==> src/rtl/clk_en_pkg.sv <==
// rtl/clk_en_pkg.sv - shared state, config types and default widths for the clock-enable divider bank
package clk_en_pkg;

  localparam int NUM_CH_DEF     = 4;
  localparam int DIV_WIDTH_DEF  = 4;
  localparam int CNT_WIDTH_DEF  = 8;
  localparam int LOCK_WRAPS_DEF = 2;

  typedef enum logic [1:0] {
    DISABLED = 2'd0,
    RUN      = 2'd1,
    PEND     = 2'd2
  } ch_state_e;

  typedef struct packed {
    logic [DIV_WIDTH_DEF-1:0] div;
    logic [DIV_WIDTH_DEF-1:0] phase;
  } ch_cfg_t;

  // A phase at or beyond the period would never match pc, so pin it to the last slot.
  function automatic ch_cfg_t clamp_cfg(input ch_cfg_t c);
    ch_cfg_t r;
    r = c;
    if (c.div != '0 && c.phase >= c.div) r.phase = c.div - DIV_WIDTH_DEF'(1);
    return r;
  endfunction

endpackage

==> src/rtl/clk_en_channel.sv <==
// rtl/clk_en_channel.sv - one divider channel: FSM, phase counter, event counter, lock and pending slot
module clk_en_channel
  import clk_en_pkg::*;
#(
  parameter int DIV_WIDTH  = DIV_WIDTH_DEF,
  parameter int CNT_WIDTH  = CNT_WIDTH_DEF,
  parameter int LOCK_WRAPS = LOCK_WRAPS_DEF
) (
  input  logic                 clk,
  input  logic                 rst,
  input  logic                 cfg_sel,
  input  ch_cfg_t              cfg,
  output logic                 pend,
  output logic                 ce,
  output logic [CNT_WIDTH-1:0] cnt,
  output logic                 locked
);

  localparam int LW = (LOCK_WRAPS > 1) ? $clog2(LOCK_WRAPS) : 1;

  ch_state_e            state_q, state_d;
  ch_cfg_t              cur_q, pend_q;
  logic [DIV_WIDTH-1:0] pc_q;
  logic [LW-1:0]        lock_cnt_q;
  logic                 accept, wrap, hit, load;

  assign pend   = (state_q == PEND);
  assign accept = cfg_sel && (state_q != PEND);
  assign wrap   = (state_q != DISABLED) && (pc_q == cur_q.div - DIV_WIDTH'(1));
  assign hit    = (state_q != DISABLED) && (pc_q == cur_q.phase);
  assign load   = wrap && (state_q == PEND);

  always_comb begin
    state_d = state_q;
    unique case (state_q)
      DISABLED: if (accept && cfg.div != '0) state_d = RUN;
      RUN:      if (accept) state_d = PEND;
      PEND:     if (wrap) state_d = (pend_q.div != '0) ? RUN : DISABLED;
      default:  state_d = DISABLED;
    endcase
  end

  always_ff @(posedge clk) begin
    if (rst) begin
      state_q    <= DISABLED;
      cur_q      <= '0;
      pend_q     <= '0;
      pc_q       <= '0;
      lock_cnt_q <= '0;
      ce         <= 1'b0;
      cnt        <= '0;
      locked     <= 1'b0;
    end else begin
      state_q <= state_d;
      ce      <= hit;
      if (hit) cnt <= cnt + CNT_WIDTH'(1);

      // A config only ever reaches cur_q at a period boundary, which keeps strobe spacing clean.
      if (state_q == DISABLED && accept) begin
        cur_q <= clamp_cfg(cfg);
        pc_q  <= '0;
      end else if (load) begin
        cur_q <= clamp_cfg(pend_q);
        pc_q  <= '0;
      end else if (state_q != DISABLED) begin
        pc_q <= wrap ? '0 : pc_q + DIV_WIDTH'(1);
      end

      if (state_q == RUN && accept) pend_q <= cfg;
      else if (load)                pend_q <= '0;

      // Wraps are only counted in RUN, so a lock always reflects the config actually loaded.
      if (accept) begin
        lock_cnt_q <= '0;
        locked     <= 1'b0;
      end else if (state_q == RUN && wrap && !locked) begin
        if (lock_cnt_q == LW'(LOCK_WRAPS - 1)) locked <= 1'b1;
        else lock_cnt_q <= lock_cnt_q + LW'(1);
      end
    end
  end

endmodule

==> src/rtl/clk_en_divider_bank.sv <==
// rtl/clk_en_divider_bank.sv - bank of programmable clock-enable dividers sharing one config port
module clk_en_divider_bank
  import clk_en_pkg::*;
#(
  parameter int NUM_CH     = NUM_CH_DEF,
  parameter int DIV_WIDTH  = DIV_WIDTH_DEF,
  parameter int CNT_WIDTH  = CNT_WIDTH_DEF,
  parameter int LOCK_WRAPS = LOCK_WRAPS_DEF
) (
  input  logic                          clk,
  input  logic                          rst,
  input  logic                          cfg_valid,
  output logic                          cfg_ready,
  input  logic [$clog2(NUM_CH):0]       cfg_ch,
  input  logic [DIV_WIDTH-1:0]          cfg_div,
  input  logic [DIV_WIDTH-1:0]          cfg_phase,
  output logic [NUM_CH-1:0]             ce,
  output logic [NUM_CH-1:0]             out,
  output logic [NUM_CH*CNT_WIDTH-1:0]   cnt,
  output logic [NUM_CH-1:0]             locked
);

  localparam int CH_W = $clog2(NUM_CH) + 1;

  ch_cfg_t           cfg_in;
  logic [NUM_CH-1:0] pend_vec;

  assign cfg_in = '{div: cfg_div, phase: cfg_phase};

  // Out-of-range channel numbers match nothing, so they are always ready and silently dropped.
  always_comb begin
    cfg_ready = 1'b1;
    for (int i = 0; i < NUM_CH; i++)
      if (cfg_ch == CH_W'(i) && pend_vec[i]) cfg_ready = 1'b0;
  end

  for (genvar i = 0; i < NUM_CH; i++) begin : g_ch
    logic [CNT_WIDTH-1:0] ch_cnt;

    clk_en_channel #(
      .DIV_WIDTH (DIV_WIDTH),
      .CNT_WIDTH (CNT_WIDTH),
      .LOCK_WRAPS(LOCK_WRAPS)
    ) u_ch (
      .clk    (clk),
      .rst    (rst),
      .cfg_sel(cfg_valid && (cfg_ch == CH_W'(i))),
      .cfg    (cfg_in),
      .pend   (pend_vec[i]),
      .ce     (ce[i]),
      .cnt    (ch_cnt),
      .locked (locked[i])
    );

    assign cnt[i*CNT_WIDTH +: CNT_WIDTH] = ch_cnt;
    assign out[i]                        = ch_cnt[0];
  end

endmodule

==> config.mk <==
export PLATFORM = sky130hd
export DESIGN_NAME = clk_en_divider_bank
export DESIGN_NICKNAME = d
export VERILOG_FILES = /design/src/rtl/clk_en_pkg.sv /design/src/rtl/clk_en_channel.sv /design/src/rtl/clk_en_divider_bank.sv
export SDC_FILE = /design/constraint.sdc
export NUM_CORES = 1
export LEC_CHECK = 0
export ABC_AREA = 1
export CAP_MARGIN = 15
export CORE_ASPECT_RATIO = 1.5
export CORE_MARGIN = 5
export CORE_UTILIZATION = 25
export CTS_BUF_LIST = sky130_fd_sc_hd__clkbuf_4 sky130_fd_sc_hd__clkbuf_8
export DETAILED_ROUTE_END_ITERATION = 12
export GPL_TIMING_DRIVEN = 0
export PLACE_DENSITY_LB_ADDON = 0.3
export SETUP_SLACK_MARGIN = 0.5
export SLEW_MARGIN = 20
export SYNTH_ARGS = -nofsm -noshare
export SYNTH_HDL_FRONTEND = slang
export SYNTH_HIERARCHICAL = 1
export SYNTH_SLANG_ARGS = --single-unit
==> constraint.sdc <==
create_clock -name clk -period 1.55 [get_ports clk]
set_input_delay 0.155 -clock clk [delete_from_list [all_inputs] [get_ports clk]]
set_output_delay 0.155 -clock clk [all_outputs]
set_load 0.02 [all_outputs]
# == Yosys cells after proc, flatten, opt, wreduce, memory -nomap -nowiden ==
# Cells that the tools add are included.
# word_totals
out_inout_bits,45
regBits,132
word_cells,245
# op_classes
muxes,53
n_eq_ne,35
addsub,21
magnitude_cmp,5
n_reduce_logical,91
# op_table
operator,count
$mux W8,16
$logic_and A1 B1 Y1,49
$mux W4,9
$sub A4 B1 Y4 const B,9
$add A8 B1 Y8 const B,4
$eq A4 B4 Y1,8
$mux W2,12
$pmux W2 S3,4
$reduce_bool A2 Y1,12
$ge A4 B4 Y1,5
$reduce_bool A4 Y1,5
$add A4 B1 Y4 const B,4
$ne A2 B1 Y1 const B,8
$ne A2 B2 Y1 const B,8
$mux W1,12
$reduce_and A3 Y1,4
$reduce_or A3 Y1,4
$eq A2 B1 Y1 const B,4
$eq A2 B2 Y1 const B,4
$logic_not A2 Y1,4
$reduce_and A2 Y1,4
$reduce_or A2 Y1,4
$eq A3 B2 Y1 const B,2
$add A1 B1 Y1 const B,4
3 further kinds,6

# == Longest topological paths before layout ==
# depth
depth_word,6
depth_mapped,15
depth_no_buf,14

# == Modules after synthesis ==
# The synthesis kept the hierarchy.
# modules_own_cells
module,area_per_inst_um2,cells_per_inst,instances,seq_area_each_um2
clk_en_channel (g_ch[0].u_ch ...),2092.0,325,3,660.6
clk_en_channel (g_ch[3].u_ch),2057.0,318,1,660.6
clk_en_divider_bank,117.6,21,1,0.0

# == Least setup slack after synthesis ==
# Ideal clock, no wire load.
# synth_timing
path_kind,reg2reg
from,register g_ch[3].u_ch/cur_q[4] in the netlist's numbering
to,register g_ch[3].u_ch/cur_q[2] in the netlist's numbering
setup_ns,0.115
t_required_ns,1.435
path_buffers,1
path_stages_with_launch,14
arrival_ns,1.521
path_slack_ns,-0.085
cell_sequence,dfxtp_1 > inv_1 > ha_1 > nand2_1 > nand2_1 > nor2_1 > nand2_1 > nor2_2 > nand3_2 > buf_6 > nand2_4 > nand2_1 > nor2_1 > nor2_1
# synth_via
elab_chain_len,5
# synth_lines
element,line,text
from (decl),clk_en_channel.sv:22,"ch_cfg_t cur_q, pend_q;"
from (signal assigned),clk_en_channel.sv:60,cur_q <= clamp_cfg(cfg);
from (signal assigned),clk_en_channel.sv:63,cur_q <= clamp_cfg(pend_q);
$sub A4 B1 Y4,clk_en_channel.sv:29,assign wrap = (state_q != DISABLED) && (pc_q == cur_q.div - DIV_WIDTH'(1));
$eq A4 B4 Y1,clk_en_channel.sv:29,
$logic_and A1 B1 Y1,clk_en_channel.sv:29,
$logic_and A1 B1 Y1,clk_en_channel.sv:31,assign load = wrap && (state_q == PEND);
$reduce_bool A2 Y1 (no line),-,
# No other way between the ends.
# A chain may end at the register's enable or synchronous reset.

# == Worst setup path after layout ==
# layout_timing
from,register g_ch[3].u_ch/pend_q[6] in the netlist's numbering
to,register g_ch[3].u_ch/cur_q[0] in the netlist's numbering
# layout_via
elab_chain_len,5
elab_cells_between_ends,6
classes_between,order compare (1); mux (3); reduce/logical (2)
# layout_lines
element,line,text
from (decl),clk_en_channel.sv:22,
from (signal assigned),clk_en_channel.sv:69,if (state_q == RUN && accept) pend_q <= cfg;
$ge A4 B4 Y1 or $reduce_bool A4 Y1 (tied branches),clk_en_pkg.sv:24,if (c.div != '0 && c.phase >= c.div) r.phase = c.div - DIV_WIDTH_DEF'(1);
$logic_and A1 B1 Y1 *,clk_en_pkg.sv:24,
$mux W4 *,clk_en_pkg.sv:24,
$mux W8 *,clk_en_channel.sv:62,end else if (load) begin
$mux W8 *,clk_en_channel.sv:59,if (state_q == DISABLED && accept) begin
# Every way passes the cells marked *; elsewhere a longest branch is shown, timed or not. The select of a mux whose other input is x is not followed.

==> impl_metrics.csv <==
group,metric,value,unit
run_status,outcome,"finished with violations",
run_status,violations,"setup timing",
power_and_ir_drop,swShare,29.8,%
clocking,cts_hold_buf,0,
timing,finalCritPeriodShare,111,%
critical_path,crit_arrival,2.13,ns
power_and_ir_drop,p_total,7.68,mW
grt,first_global_vias,8840,
timing,worst_pin_slew,0.864,ns
finish,area_delta_synth_final,50.4,%
critical_path,critPathMaxFanout,5,
detailed_routing,postRouteAntennaNets,0,
finish,drive_gt1_share,41.5,%
power_and_ir_drop,power.density,604,nW/um^2
worst_hold_path,hold_path_class,"in2reg",
clocking,cts_sinks,132,
grt,track_usage,13.5,%
power_and_ir_drop,p_seq_share,44.8,%
finish,layout_common_cells,"306 x nand2_1, 155 x inv_1, 126 x nand3_1",
timing,timing.hold.ws,0.0883,ns
timing,finalSetupViolations,91,
timing,timing.fmax,579,MHz
clocking,cts.path.max_buffers,2,
synthesis,ys_warn_count,6,
power_and_ir_drop,leakagePower,5.63,nW
grt,overflow,0,
critical_path,timing.rr.end,"g_ch[3].u_ch/cur_q[0]",
critical_path,timing.rr.start,"g_ch[3].u_ch/pend_q[6]",
detailed_routing,dr_total_vias,9072,
critical_path,worstSetupStartpoint,"g_ch[3].u_ch/pend_q[6]",
synthesis,ys_seq_area_share,31.3,%
timing,rsz0062_at_grt,"yes",
placement,place_hpwl,17300,um
finish,layout_commonest_cell,"nand2_1",
critical_path,worst_setup_path_start_kind,"flop",
clocking,cts_root_buf,"clkbuf_8",
power_and_ir_drop,clock_power_share,41.3,%
floorplanning,die_h,235,um
power_and_ir_drop,vdd_drop_max,435,uV
job,maxCapViolations,0,
timing,tns,-7.16,ns
synthesis,syn-num-nets,1380,
floorplanning,coreArea,33400,um^2
clocking,clkLatencyLatePin,0.49,ns
synthesis,ys_ff_latch,132,
timing,final-hold-violation-count,0,
power_and_ir_drop,p_int,5.39,mW
timing,final_max_slew_viol_count,0,
synthesis,syn_inst,1314,
clocking,h-tree-depth,4,
grt,grt_pass1_wl,42000,um
clocking,cts_tree,"yes",
worst_hold_path,worstHoldStart,"cfg_div[1]",
finish,nNetsFinal,1568,
grt,antenna_found_initial,1,
floorplanning,die_x,160,um
critical_path,rrSetupSlack,-0.18,ns
power_and_ir_drop,p_comb_share,13.9,%
synthesis,syn_area,8450,um^2
clocking,cts_buffers,17,
placement,io_buffers,57,
timing,fin_worst_skew,0.0142,ns
synthesis,ys_types,32,
placement,gp_congestion,0.832,
detailed_routing,wl_per_cell,13.4,um
critical_path,critPathKind,"reg2reg",
grt,grt_start_max_net_pins,20,
detailed_routing,via_per_inst,4.69,
timing,timing.final.ws_setup,-0.178,ns
floorplanning,io_pins,59,
timing,fin_crit,1.73,ns
power_and_ir_drop,switchingPower,2.29,mW
floorplanning,rows,82,
critical_path,endpoint_kind,"flop",
critical_path,cp-endpoint,"g_ch[3].u_ch/cur_q[0]",
detailed_routing,routed_wirelength,25900,um
critical_path,cp.required,1.95,ns
timing,slew_headroom,42.4,%
synthesis,syn_area_per_cell,6.43,um^2
floorplanning,die-area,37700,um^2
detailed_routing,drt_first_iter_violations,420,
floorplanning,initial_core_util,25.3,%
detailed_routing,drc,0,
critical_path,r2r_cells,12,
clocking,clk_pin_slew,0.08,ns
detailed_routing,first_pass_iters,5,
worst min-delay path by stage:
stage                                    endpoint  cells past startpoint
final                      g_ch[0].u_ch/pend_q[5]                      3
after detailed placement    g_ch[0].u_ch/cur_q[5]                      2
after floorplan            g_ch[0].u_ch/pend_q[0]                      2
after global routing       g_ch[0].u_ch/pend_q[5]                      3
after global placement    g_ch[0].u_ch/lock_cnt_q                      2
after CTS                     g_ch[3].u_ch/cnt[5]                      2
registers in the layout (all words and copies together) (netlist names):
| signal | flops |
|---|---|
| g_ch.u_ch/cur_q | 32 |
| g_ch.u_ch/lock_cnt_q | 4 |
| g_ch.u_ch/pend_q | 32 |
| g_ch.u_ch/state_q | 8 |
| g_ch.u_ch/pc_q | 16 |
| g_ch.u_ch/ce | 4 |
| g_ch.u_ch/cnt | 32 |
| g_ch.u_ch/locked | 4 |
power groups by stage:
stage / clock network, mW / logic (mW) / registers, mW
floorplan: 0 / 0.536 / 3.57
global placement: 0 / 0.821 / 3.56
detailed placement: 0 / 0.833 / 3.56
CTS: 3.31 / 0.968 / 3.45
global route: 3.45 / 1.18 / 3.45
finish: 3.17 / 1.06 / 3.44
critical path: stages (launching register included):
cell and delay [ns]:
dfxtp_2 0.37, inv_1 0.11, ha_1 0.29, nand2_1 0.04, inv_1 0.06, nand3_1 0.09
nand3_2 0.12, buf_4 0.13, nand3_1 0.08, nand3_1 0.14, nand3_2 0.10, nand2_1 0.07
inv_1 0.03
metrics by stage:
stage	util (%)	setup slack [ns]	std cells	area, um^2
4_1_cts	35.3	-0.126	1912	11800
2_1_floorplan	-	0.0666	1314	8900
6_report	38.0	-0.178	1936	12700
3_5_place_dp	29.9	-1.47	1791	9990
3_3_place_gp	29.9	-1.48	1791	9990
5_1_grt	38.0	-0.286	1936	12700
synth_stat cells:
| library cell | n | area share, % |
|---|---|---|
| a21oi_1 | 89 | 5.3 |
| a22o_1 | 4 | 0.41 |
| and3_1 | 1 | 0.074 |
| buf_2 | 5 | 0.30 |
| buf_4 | 4 | 0.36 |
| buf_6 | 4 | 0.53 |
| clkbuf_1 | 11 | 0.49 |
| clkinv_1 | 9 | 0.40 |
| dfxtp_1 | 132 | 31 |
| ha_1 | 52 | 7.7 |
| inv_1 | 198 | 8.8 |
| inv_2 | 15 | 0.67 |
| nand2_1 | 362 | 16 |
| nand2_2 | 10 | 0.74 |
| nand2_4 | 1 | 0.13 |
| nand3_1 | 184 | 11 |
| nand3_2 | 4 | 0.47 |
| nand3_4 | 1 | 0.21 |
| nand4_1 | 18 | 1.3 |
| nor2_1 | 88 | 3.9 |
| nor2_2 | 12 | 0.89 |
| nor2_4 | 3 | 0.40 |
| nor3_1 | 9 | 0.53 |
| nor3_2 | 1 | 0.12 |
| nor4_1 | 7 | 0.52 |
| nor4_2 | 1 | 0.15 |
| o21ai_0 | 33 | 2.0 |
| o21ai_1 | 4 | 0.24 |
| o21bai_1 | 1 | 0.089 |
| o22ai_1 | 7 | 0.52 |
| xnor2_1 | 15 | 1.6 |
| xor2_1 | 29 | 3.0 |
timing repair:
action	in CTS	in global routing
pin swaps	55	74
gates resized for setup	524	195
cloned	5	1
endpoints found under the setup margin	177	177
buffers inserted	84	22
final cells by class:
cell class / count / area, um^2
diodes: 1 / 2.50
plain buffers: 24 / 183
clock buffers: 17 / 234
clock inverters: 15 / 178
fillers: 3508 / 20700
inverters: 222 / 907
multi-input cells: 939 / 6260
flip-flops and latches: 132 / 2830
well taps: 420 / 526
repair buffers: 166 / 1590
kinds of logic (layout without fill, tap and decap cells):
family | after synthesis | after routing | synth area share (%)
simple gates | 702 | 705 | 36.5
compound gates | 138 | 138 | 8.48
flops | 132 | 132 | 31.3
fa+ha+maj | 52 | 52 | 7.70
buf+inv | 246 | 444 | 11.5
other cells | 0 | 1 | 0
xor+xnor | 44 | 44 | 4.56
routing by layer:
metal  routed length, um  vias to the layer above  GRT usage [%]
met2               13800                      176           24.9
met3                 990                       58           2.91
li1                    -                     4592              -
met1               10200                     4246           14.7
met5                   0                        -              0
met4                 808                        0           5.66
Power figures use the tool's default switching activity.
